===== src/rtl/acc_pkg.sv =====
// Shared types for the accumulator core control path: FSM state encoding and flag layout.
package acc_pkg;

  typedef enum logic [2:0] {
    StIdle      = 3'd0,
    StFetch     = 3'd1,
    StDecode    = 3'd2,
    StExecute   = 3'd3,
    StWriteback = 3'd4,
    StIntSave   = 3'd5,
    StIntVector = 3'd6,
    StHalt      = 3'd7
  } state_e;

  localparam int unsigned FlagW       = 3;
  localparam int unsigned FlagCoutBit = 2;
  localparam int unsigned FlagZeroBit = 1;
  localparam int unsigned FlagOvfBit  = 0;

endpackage


===== src/rtl/acc_edge_latch.sv =====
// Rising-edge detector feeding a sticky pending bit; a new edge beats a simultaneous clear.
module acc_edge_latch (
  input  logic clk_i,
  input  logic rst_ni,
  input  logic d_i,
  input  logic clr_i,
  output logic pend_o
);

  logic prev_q;
  logic pend_q, pend_d;
  logic rise;

  assign rise   = d_i & ~prev_q;
  assign pend_d = rise | (pend_q & ~clr_i);
  assign pend_o = pend_q;

  always_ff @(posedge clk_i or negedge rst_ni) begin
    if (!rst_ni) begin
      prev_q <= 1'b0;
      pend_q <= 1'b0;
    end else begin
      prev_q <= d_i;
      pend_q <= pend_d;
    end
  end

endmodule


===== src/rtl/acc_stage_sequencer.sv =====
// Fetch/decode/execute/writeback sequencer with a single-level interrupt and PC/flag shadows.
module acc_stage_sequencer
  import acc_pkg::*;
#(
  parameter int unsigned    PcW       = 8,
  parameter logic [PcW-1:0] IntVector = 'hF0,
  parameter logic           ResetIe   = 1'b1
) (
  input  logic             clk_i,
  input  logic             rst_ni,
  input  logic             start_i,
  input  logic             interrupt_i,
  input  logic             mem_ready_i,
  input  logic             op_halt_i,
  input  logic             op_reti_i,
  input  logic             op_ei_i,
  input  logic             op_di_i,
  input  logic [PcW-1:0]   pc_i,
  input  logic [FlagW-1:0] flags_i,
  output logic             fetch_en_o,
  output logic             decode_en_o,
  output logic             exec_en_o,
  output logic             wb_en_o,
  output logic             pc_inc_o,
  output logic             pc_load_o,
  output logic [PcW-1:0]   pc_load_val_o,
  output logic             flags_restore_o,
  output logic [FlagW-1:0] flags_saved_o,
  output logic             stage_complete_o,
  output logic             int_ack_o,
  output logic             busy_o
);

  state_e           state_q, state_d;
  logic             halt_q, halt_d, reti_q, reti_d, ei_q, ei_d, di_q, di_d;
  logic             ie_q, ie_d, in_isr_q, in_isr_d;
  logic [PcW-1:0]   saved_pc_q, saved_pc_d;
  logic [FlagW-1:0] flags_saved_q, flags_saved_d;
  logic             start_pend, int_pend;

  // Start only matters in IDLE, and IDLE is never re-entered without reset.
  acc_edge_latch u_start_latch (
    .clk_i  (clk_i),
    .rst_ni (rst_ni),
    .d_i    (start_i),
    .clr_i  (state_q != StIdle),
    .pend_o (start_pend)
  );

  acc_edge_latch u_int_latch (
    .clk_i  (clk_i),
    .rst_ni (rst_ni),
    .d_i    (interrupt_i),
    .clr_i  (state_q == StIntSave),
    .pend_o (int_pend)
  );

  always_comb begin
    state_d          = state_q;
    halt_d           = halt_q;
    reti_d           = reti_q;
    ei_d             = ei_q;
    di_d             = di_q;
    ie_d             = ie_q;
    in_isr_d         = in_isr_q;
    saved_pc_d       = saved_pc_q;
    flags_saved_d    = flags_saved_q;
    fetch_en_o       = 1'b0;
    decode_en_o      = 1'b0;
    exec_en_o        = 1'b0;
    wb_en_o          = 1'b0;
    pc_inc_o         = 1'b0;
    pc_load_o        = 1'b0;
    pc_load_val_o    = '0;
    flags_restore_o  = 1'b0;
    stage_complete_o = 1'b0;
    int_ack_o        = 1'b0;

    unique case (state_q)
      StIdle: begin
        if (start_pend) state_d = StFetch;
      end
      StFetch: begin
        fetch_en_o = 1'b1;
        if (mem_ready_i) begin
          pc_inc_o = 1'b1;
          state_d  = StDecode;
        end
      end
      StDecode: begin
        decode_en_o = 1'b1;
        halt_d      = op_halt_i;
        reti_d      = op_reti_i;
        ei_d        = op_ei_i;
        di_d        = op_di_i;
        state_d     = StExecute;
      end
      StExecute: begin
        exec_en_o = 1'b1;
        if (ei_q)      ie_d = 1'b1;
        else if (di_q) ie_d = 1'b0;
        state_d = StWriteback;
      end
      StWriteback: begin
        wb_en_o          = 1'b1;
        stage_complete_o = 1'b1;
        // RETI outside an ISR falls through as a NOP.
        if (reti_q && in_isr_q) begin
          pc_load_o       = 1'b1;
          pc_load_val_o   = saved_pc_q;
          flags_restore_o = 1'b1;
          in_isr_d        = 1'b0;
          ie_d            = 1'b1;
        end
        // Use post-RETI ie/in_isr so a request held off during the ISR is taken right here.
        if (halt_q)                              state_d = StHalt;
        else if (int_pend && ie_d && !in_isr_d)  state_d = StIntSave;
        else                                     state_d = StFetch;
      end
      StIntSave: begin
        saved_pc_d    = pc_i;
        flags_saved_d = flags_i;
        ie_d          = 1'b0;
        in_isr_d      = 1'b1;
        state_d       = StIntVector;
      end
      StIntVector: begin
        pc_load_o     = 1'b1;
        pc_load_val_o = IntVector;
        int_ack_o     = 1'b1;
        state_d       = StFetch;
      end
      StHalt: begin
        if (int_pend && ie_q) state_d = StIntSave;
      end
      default: state_d = StIdle;
    endcase
  end

  assign busy_o        = (state_q != StIdle) && (state_q != StHalt);
  assign flags_saved_o = flags_saved_q;

  always_ff @(posedge clk_i or negedge rst_ni) begin
    if (!rst_ni) begin
      state_q       <= StIdle;
      halt_q        <= 1'b0;
      reti_q        <= 1'b0;
      ei_q          <= 1'b0;
      di_q          <= 1'b0;
      ie_q          <= ResetIe;
      in_isr_q      <= 1'b0;
      saved_pc_q    <= '0;
      flags_saved_q <= '0;
    end else begin
      state_q       <= state_d;
      halt_q        <= halt_d;
      reti_q        <= reti_d;
      ei_q          <= ei_d;
      di_q          <= di_d;
      ie_q          <= ie_d;
      in_isr_q      <= in_isr_d;
      saved_pc_q    <= saved_pc_d;
      flags_saved_q <= flags_saved_d;
    end
  end

endmodule


===== config.mk =====
export PLATFORM = sky130hd
export DESIGN_NAME = acc_stage_sequencer
export DESIGN_NICKNAME = d
export VERILOG_FILES = /design/src/rtl/acc_pkg.sv /design/src/rtl/acc_edge_latch.sv /design/src/rtl/acc_stage_sequencer.sv
export SDC_FILE = /design/constraint.sdc
export NUM_CORES = 1
export LEC_CHECK = 0
export BUFFER_PORTS_ARGS = -buffer_cell sky130_fd_sc_hd__buf_2
export CORE_ASPECT_RATIO = 1.1
export CORE_MARGIN = 4
export CORE_UTILIZATION = 33
export CTS_CLUSTER_DIAMETER = 80
export DETAILED_ROUTE_END_ITERATION = 8
export PLACE_DENSITY = 0.56
export SLEW_MARGIN = 30
export SYNTH_ARGS = -nofsm -noshare
export SYNTH_HDL_FRONTEND = slang
export SYNTH_SLANG_ARGS = --single-unit

===== constraint.sdc =====
create_clock -name clk_i -period 3 [get_ports clk_i]
set_input_delay 0.6 -clock clk_i [delete_from_list [all_inputs] [get_ports clk_i]]
set_output_delay 0.6 -clock clk_i [all_outputs]
set_load 0.05 [all_outputs]

* Word-level counts from Yosys, hierarchy flattened
Cells that the tools add are included.
Word-level totals: bits in registers 24, input port bits 20
Operators by class: eq/ne operators 12, mux-type cells 26, bitwise gates (word level) 10, reductions and logical operators 12
Operators by type and width (number):
- $pmux 3 s8 | 1
- $pmux 8 s2 | 1
- $mux 1 | 15
- $mux 3 | 5
- $eq 3x3->1 const B | 4
- $mux 8 | 1
- $eq 3x2->1 const B | 2
- $ne 3x3->1 const B | 2
- $reduce_bool 3->1 | 2
- $logic_and 1x1->1 | 5
- $and 1x1->1 | 4
- $ne 2x2->1 const B | 2
- $not 1->1 | 4
- $pmux 1 s2 | 2
- $eq 3x1->1 const B | 1
- $logic_not 3->1 | 1
- $pmux 1 s3 | 1
- $reduce_and 3->1 | 1
- $ne 2x1->1 const B | 1
- $or 1x1->1 | 2
- $reduce_and 2->1 | 1
- $reduce_bool 2->1 | 1
- $logic_not 1->1 | 1

* Longest topological paths before layout
depth in word-level cells 8, mapped depth 5

* Cells and area by module
A second synthesis with hierarchy kept.
Unflattened totals: cells, all modules 98, area total of the unflattened synthesis 1157.4 µm²
By module, submodules not included:
- acc_stage_sequencer | instances 1, cells an instance 88, area an instance 1017.2 µm²
- acc_edge_latch | instances 2, cells an instance 5, area an instance 70.1 µm²

* Least setup slack after synthesis
OpenSTA, ideal clock, no wires.
kind register -> output, start point register state_q[2], end point output pc_inc_o, arrival 2314 ps, required time 2400 ps, setup slack 86 ps, stages on the path, launching flop included 4, path buffers 1, cell sequence dfrtp_1 -> buf_4 -> nor3b_1 -> and2_1
Between the ends: cells in the longest elaborated chain, start to end 2
RTL lines:
- start, declared | RTL line acc_stage_sequencer.sv:34 | state_e state_q, state_d;
- start signal, assigned | RTL line acc_stage_sequencer.sv:145 | state_q <= StIdle;
- start signal, assigned | RTL line acc_stage_sequencer.sv:155 | state_q <= state_d;
- $eq 3x1->1 | RTL line acc_stage_sequencer.sv:79 | unique case (state_q)
- $mux 1 | RTL line acc_stage_sequencer.sv:79
- end, declared | RTL line acc_stage_sequencer.sv:24 | output logic pc_inc_o,
No other way between the ends.

* Final worst setup path
start point register state_q[1], end point output pc_load_val_o[0]
Between the ends: cells in the longest elaborated chain, start to end 2, elaborated cells on any way between the ends 3
RTL lines:
- $eq 3x3->1 | RTL line acc_stage_sequencer.sv:79
- $pmux 8 s2 * | RTL line acc_stage_sequencer.sv:79
- end, declared | RTL line acc_stage_sequencer.sv:26 | output logic [PcW-1:0] pc_load_val_o,
Mark *: on every way between the ends. The rest lies on a longest branch, timed or not.

==> results.py <==
metrics = {
    "drt": {
        "routed.top_layer": "met3",
        "dr.pass1.iters": 2,
        "vias_per_cell": 4.77,
        "wl_met2_mm": 1.00,
        "wl_mm": 2.19,
        "met1_length_mm": 1.03,
        "antenna_left": 0,
        "wl_met3_um": 153,
        "drc": 0,
        "drt_iter0_drc": 25,
        "num_vias": 782,
        "routedWlPerCell_um": 13.3,
    },
    "logic_synthesis": {
        "synth-async-reset-ratio": 1.00,
        "synth_area_leaders": "dfrtp_1 51%, mux2_4 9.3%, mux2_2 9.0%, and2_1 3.3%, a21o_1 2.7%",
        "syn-num-nets": 110,
        "yosysWarnings": 0,
        "synth.distinct_cells": 28,
        "synth_largest_area_cell": "dfrtp_1",
        "yosysSeqAreaShare": 0.534,
        "syn-cell-area_um2": 1130,
        "syn_area_per_cell_um2": 12.5,
        "syn_inst": 90,
        "synth_seq_cells": 24,
        "synth_top_area_frac": 0.511,
        "synthFlopType": "dfrtp_1",
        "synth-edff-count": 0,
    },
    "finish": {
        "mostFrequentLayoutCells": "40 x buf_2, 23 x dfrtp_1, 9 x mux2_2",
        "final-instance-count-excl-fill": 164,
        "fin_nets": 149,
        "drive_above_1_share": 0.500,
        "diodes": 0,
        "layout_commonest_cell": "buf_2",
        "areaGrowthSynthToFinish_pct": 22.0,
        "stdcell_area_um2": 1380,
    },
    "setup_path": {
        "r2r-start": "state_q[1]",
        "crit_arrival_ns": 1.92,
        "r2r_slack_ns": 1.38,
        "cp-end-kind": "output pin",
        "ff2ff_path_depth": 2,
        "criticalPathCategory": "reg2out",
        "crit_fanout": 13,
        "reg2reg_to": "saved_pc_q[6]",
        "crit_required_ns": 2.40,
        "crit_start": "state_q[1]",
        "startpoint_type": "flip-flop",
    },
    "timing": {
        "finalMaxSlewViolations": 0,
        "slew_headroom": 0.649,
        "setup_viol": 0,
        "rsz0062_at_grt": "false",
        "fin_crit_sh": 0.840,
        "fin_setup_tns_ns": 0,
        "finalHoldViolCount": 0,
        "max_slew.worst_pin.slew_ns": 0.526,
        "max_freq_mhz": 397,
        "fin_crit_ns": 2.52,
        "final.setup_skew_ns": 0.00267,
        "fin_ws_ns": 0.479,
    },
    "global_routing": {
        "grt_remaining_overflow": 0,
        "antenna_found_initial": 0,
        "grt_usage": 0.100,
        "grt_pass1_vias": 775,
        "grt_pass1_wl_mm": 3.57,
        "grt_max_degree": 25,
    },
    "placed_design": {
        "dp_hpwl_mm": 1.63,
        "post_dp_cell_area_um2": 1320,
        "port_buffers": 40,
        "gp_congestion": 0.752,
        "dp.cells": 160,
        "dp_slack_ns": 0.815,
    },
    "pwr": {
        "p_int_uw": 963,
        "pwr-share-comb": 0.518,
        "switchingPower_uw": 797,
        "sw_frac_of_total": 0.453,
        "totalPowerFinal_uw": 1760,
        "clockPowerShare": 0.132,
        "power_density_nw_per_um2": 1280,
        "leakagePower_uw": 0.000731,
        "seqPwrFrac": 0.350,
        "ir_drop_uv": 421,
    },
    "cts": {
        "post_cts_resized": 0,
        "clock_latency_ns": 0.31,
        "cts.clk_slew.worst_paths_ns": 0.13,
        "clock-root-buffer": "clkbuf_4",
        "htree_levels": 1,
        "cts_made_buffers": 3,
        "post_cts_buffers": 0,
        "cts_buffer_depth": 2,
        "tritoncts": "yes",
        "cts_hold_buffers": 0,
        "clock_sink_count": 24,
    },
    "floorplanning": {
        "core_region_area_um2": 3300,
        "num_io_pins": 41,
        "rows": 22,
        "floorplan.initialDensity": 0.341,
        "die_area_um2": 4420,
        "die-width_um": 63.7,
        "fp.dieH_um": 69.3,
    },
    "job": {
        "drv_cap": 0,
    },
    "status": {
        "status": "complete, no violations",
    },
    "min_path": {
        "hold_path.class": "in2async",
    },
}
## cells in the mapped netlist, types with 2 or more instances
cell / number
mux2_4: 7
a311o_1: 2
buf_4: 3
inv_1: 3
and2_1: 6
dfrtp_1: 23
nor3_1: 2
o21ai_0: 3
mux2_2: 9
nor2_1: 3
nand2_1: 6
a21o_1: 4
buf_6: 2
a21oi_1: 3
## routing by layer
| layer | GRT usage | vias to the layer above |
|---|---|---|
| li1 | - | 388 |
| met1 | 0.135 | 368 |
| met2 | 0.155 | 26 |
| met3 | 0.0292 | 0 |
| met4 | 0.0288 | 0 |
| met5 | 0 | - |
## metrics by stage
| stage | hold WS [ns] | utilization |
|---|---|---|
| CTS | 0.259 | 0.416 |
| global route | 0.284 | 0.416 |
| floorplan | 0.304 | - |
| global placement | 0.403 | 0.400 |
| detailed placement | 0.415 | 0.400 |
| finish | 0.245 | 0.416 |
## cell families (layout without fill, tap and decap cells)
group	count (synthesis)	in the layout	share of synthesized area
and+or+nand+nor	25	25	0.130
DFF	24	24	0.534
buffers and inverters	9	47	0.0544
AOI/OAI and AO/OA	16	16	0.0988
muxes	16	16	0.183
## power by group through the flow
stage               Sequential, µW  Clock [µW]  Combinational (µW)
floorplan                      626           0                 770
global placement               616           0                 912
detailed placement             624           0                 920
CTS                            617         239                 923
global route                   642         253                 975
finish                         616         232                 911
## worst max-delay path: stages, from the launching register on
cell and delay, ns:
dfrtp_1 0.53, nor2_1 0.22, and4_1 0.43, and2_1 0.17, buf_2 0.26
## state kept, by name (all words and copies together) (netlist names)
name                  cells
saved_pc_q                8
reti_q                    1
u_start_latch.pend_o      1
u_int_latch.prev_q        1
di_q                      1
u_int_latch.pend_o        1
halt_q                    1
flags_saved_o             3
ie_q                      1
ei_q                      1
in_isr_q                  1
state_q                   3
u_start_latch.prev_q      1
## worst max-delay path by stage
| stage | cells past startpoint | end | slack [ns] |
|---|---|---|---|
| finish | 4 | pc_load_val_o[0] | 0.48 |
| floorplan | 3 | pc_inc_o | 0.09 |
| detailed placement | 4 | pc_load_val_o[0] | 0.81 |
| CTS | 4 | pc_load_val_o[0] | 0.44 |
| global placement | 4 | pc_load_val_o[7] | 0.90 |
| global route | 4 | pc_load_val_o[6] | 0.34 |
## layout make-up
type                    instances  area [µm²]
clock inverters                 1        30.0
fillers                       327        1930
clock buffers                   3        22.5
flip-flops and latches         24         602
inverters                       3        11.3
repair buffers                 40         200
multi-input cells              57         464
well taps                      36        45.0
Power figures use the tool's default switching activity.
